## src/rtl/program_counter.sv

```systemverilog
// ---------------------------------------------------------------------------
// program_counter
//   Architectural PC register for the single-cycle MIPS datapath. Captures
//   the next-PC mux output on every rising clock edge. It also provides the
//   PC+4 value and a word-misalignment flag, so downstream logic does not
//   recompute them.
//
// Ports
//   clk         in   1      rising-edge clock
//   reset       in   1      asynchronous, active-low reset (0 = in reset)
//   nextPC      in   WIDTH  next instruction address from the next-PC mux
//   currentPC   out  WIDTH  registered current instruction address
//   pcPlus4     out  WIDTH  currentPC + 4, combinational, wraps modulo 2^WIDTH
//   misaligned  out  1      currentPC[1:0] != 0, combinational
// ---------------------------------------------------------------------------
module program_counter #(
  parameter int unsigned      WIDTH        = 32,
  parameter logic [WIDTH-1:0] RESET_VECTOR = '0
) (
  input  logic             clk,
  input  logic             reset,
  input  logic [WIDTH-1:0] nextPC,
  output logic [WIDTH-1:0] currentPC,
  output logic [WIDTH-1:0] pcPlus4,
  output logic             misaligned
);

  localparam int unsigned INSTR_BYTES = 4;

  logic [WIDTH-1:0] pc_q;
  logic [WIDTH-1:0] pc_d;

  // No enable or stall: the register loads the mux output every cycle, unmasked.
  always_comb begin
    pc_d = nextPC;
  end

  // The async clear forces RESET_VECTOR immediately. An edge that coincides
  // with reset release still sees reset low, so it keeps the vector.
  always_ff @(posedge clk or negedge reset) begin
    if (!reset) begin
      pc_q <= RESET_VECTOR;
    end else begin
      pc_q <= pc_d;
    end
  end

  assign currentPC  = pc_q;
  // The adder drops the carry out, so the value wraps silently.
  assign pcPlus4    = pc_q + WIDTH'(INSTR_BYTES);
  assign misaligned = |pc_q[1:0];

endmodule

```

## config.mk

```make
export PLATFORM = sky130hd
export DESIGN_NAME = program_counter
export DESIGN_NICKNAME = d
export VERILOG_FILES = /design/src/rtl/program_counter.sv
export SDC_FILE = /design/constraint.sdc
export NUM_CORES = 1
export LEC_CHECK = 0
export ABC_AREA = 1
export BUFFER_PORTS_ARGS = -buffer_cell sky130_fd_sc_hd__clkbuf_2
export CAP_MARGIN = 20
export CORE_UTILIZATION = 44
export CTS_BUF_LIST = sky130_fd_sc_hd__clkbuf_16
export CTS_CLUSTER_DIAMETER = 50
export DETAILED_ROUTE_END_ITERATION = 10
export PLACE_DENSITY = 0.8
export REMOVE_ABC_BUFFERS = 1
export SLEW_MARGIN = 20
export SYNTH_ARGS = -nofsm -noshare
export SYNTH_HDL_FRONTEND = slang
export SYNTH_SLANG_ARGS = --single-unit
```

## constraint.sdc

```tcl
create_clock -name clk -period 1.47 [get_ports clk]
set_input_delay 0.2205 -clock clk [delete_from_list [all_inputs] [get_ports clk]]
set_output_delay 0.2205 -clock clk [all_outputs]
set_load 0.005 [all_outputs]
```

==> results.md <==
• status: complete, but fails checks
• violated checks: setup timing
• overall via count from detail_route: 1,904
• floorplan row count: 22
• Least-Margin Pin Slew: 0.393 ns
• total CTS buffers: 5
• multi-input combinational cell area: 975 µm²
• busiest grt layer: met2
• startpoint of the worst hold path: nextPC[8]
• VDD IR max: 0.000882 V
• core box area: 3720 µm²
• total power of the final layout: 0.00230 W
• Yosys reg bits: 32
• clock-pin slew on the worst setup and hold paths: 0.05 ns
• Max Transition Viols Final: 0
• global-route wire length before repair: 8080 µm
• grt met2 use: 47.5%
• Root Buffer: clkbuf_16
• critical path class: reg -> out
• Slew headroom: 73.8%
• estimated wirelength of the detail-placed design: 3750 µm
• nature of the critical path endpoint: output port
• first-iteration detailed-routing DRC count: 72
• largest stage delay on the critical path: 0.39 ns
• global-route usage over all layers: 26.1%
• area growth from synthesis to layout: 62.7%
• final worst path period share: 127%
• level count of the clock H-tree: 2
• antenna cell count: 0
• fmax: 536 MHz
• full die area: 4160 µm²
• hold_ws: 0.0512 ns
• residual DRC count: 0
• area taken by flip-flops and latches: 805 µm²
• Leakage Power: 1.52 nW
• required time of the critical path: 1.25 ns
• drt wl/cell: 13.2 µm
• maximum fanout along the worst path: 4
• kind of path behind the tightest hold check: in -> reg
• depth of the critical timing path with buffers and inverters included: 9
• number of cells after detailed placement: 370
• initial cell density of the core: 46.3%
• number of sinks on the clock net: 32
• Die Span Y: 64.5 µm
• antenna violations before repair: 0
• CP Launch Type: flop
• buffer and inverter count on the worst path: 1
• cell depth of the worst hold path: 1
• worst setup slack after layout: -0.396 ns
• ratio of cells with drive above 1 in the final layout: 53.6%
• fraction of post-synthesis cell area in the top cell type by area: 46.5%
• Synthesis Warnings: 0
• startpoint of the most critical setup path: currentPC[3]$_DFF_PN0_
• leading post-synthesis cells by cell area: dfrtp_1, nand2_1, nor2_1
• largest net degree at the start of global routing: 33
• Layout fillers: 270
• cell count after synthesis: 207
• series of cell instances along the critical path: ha_4, nand2_4, nor2_4, nand2_4, nor2_4, nand2_2, nand2_1, nand2_1, clkbuf_2
• endpoint arrival time on the critical path: 1.65 ns
• Max Root-Sink Buffers: 2
• vias in the first global route: 1,839
• I/O pin count: 99
• residual antenna-violating net count after detailed routing: 0
• endpoint of the worst hold-timing path: currentPC[8]$_DFF_PN0_
• RePlAce Congestion: 0.893
• Largest register FFs: 32
• Final Hold Viols: 0
• input/output buffers: 98
• final setup violation count: 28
• Slowest-stage cell, CP: dfrtp_1
• number of non-filler instances in the completed layout: 393
• maxcap violations: 0
• CTS tree: yes
• width of the chip: 64.5 µm
• power density over the cells: 821 nW/µm²
• total gr overflow: 0
• average vias per placed instance: 4.84
• post-synthesis sequential area ratio: 46.5%
• setup TNS: -7.29 ns
• global-route met3 utilization: 4.93%
• cell taking the most area after synthesis: dfrtp_1
• Synth cell types: 19
• aggregate routed wire length: 5210 µm
• DRT Pass-1 Iters: 4
• syn avg cell area: 8.31 µm²
• met1 track utilization from global routing: 29.2%
• min cycle time layout: 1.87 ns
• kind of cell adding the most delay to the critical path: simple AND/OR/NAND/NOR gates
• RSZ-0062 raised after global routing: true
• number of nets in the finished design: 380
• area of the mapped netlist: 1720 µm²
cell usage in the layout (no fill, tap or decap), drive strengths merged, types with 5 or more instances in the layout:
| master | count |
|---|---|
| nor2 | 40 |
| xor2 | 10 |
| dfrtp | 32 |
| nand3b | 8 |
| buf | 46 |
| clkbuf | 91 |
| xnor2 | 5 |
| nand3 | 6 |
| inv | 15 |
| nand2 | 83 |
timing repair:
item	in CTS	in global routing
hold endpoints to repair	32	0
resized for setup	18	35
setup endpoints to repair	27	28
buffers inserted	13	2
hold buffers	1	0
pin swaps	15	14
final cells by class:
cell class                 count  share of cell area, %
multi-input combinational    158                   34.8
sequential                    32                   28.7
timing repair buffer         133                   27.5
clock buffer                   5                   4.47
tap                           48                   2.15
inverter                      15                   2.01
clock inverter                 2                  0.268
report_power, final:
group / internal [W] / leakage, nW / switching [W]
clock network: 0.000603 / 0.0648 / 0.000328
registers: 0.000929 / 0.370 / 0.0000571
logic: 0.000197 / 1.09 / 0.000183
cell families after synthesis:
logic type	Yosys count	share of synthesized area, %
xor gates and xnor gates	15	8.07
buffers and inverters	17	4.14
DFF	32	46.5
adders and majority gates	1	0.727
and+or+nand+nor	141	40.2
AOI/OAI and AO/OA	1	0.291
synthesized netlist by cell type:
| master | n |
|---|---|
| buf_4 | 2 |
| nor2_8 | 2 |
| or2_2 | 1 |
| nand2_4 | 3 |
| xor2_1 | 9 |
| nor2_1 | 29 |
| nand3_1 | 6 |
| nand3b_1 | 8 |
| xor2_2 | 1 |
| inv_1 | 15 |
| nor2_4 | 6 |
| nand2_1 | 77 |
| nand2_2 | 3 |
| nor2_2 | 3 |
| and2_1 | 3 |
| o21ai_0 | 1 |
| dfrtp_1 | 32 |
| ha_1 | 1 |
| xnor2_1 | 5 |
layer usage:
layer / share of wire (%) / routed length (µm)
met5: 0 / 0
met4: 3.7 / 192
met3: 6.6 / 344
met2: 54 / 2800
met1: 36 / 1870
per-stage QoR:
| stage | cell area, µm² | util (%) | setup slack, ns |
|---|---|---|---|
| finish | 2800 | 75.3 | -0.396 |
| global placement | 2400 | 64.5 | -0.0431 |
| floorplan | 1710 | - | 0.0544 |
| detailed placement | 2400 | 64.5 | -0.0778 |
| global route | 2800 | 75.3 | -0.476 |
| CTS | 2710 | 72.9 | -0.310 |
worst max-delay path by stage:
| stage | endpoint | slack [ns] |
|---|---|---|
| finish | pcPlus4[20] | -0.40 |
| CTS | pcPlus4[12] | -0.31 |
| global placement | pcPlus4[16] | -0.04 |
| detailed placement | pcPlus4[16] | -0.08 |
| global route | pcPlus4[20] | -0.48 |
| floorplan | pcPlus4[18] | 0.05 |
Note: power is estimated with default switching activity, not from simulation.
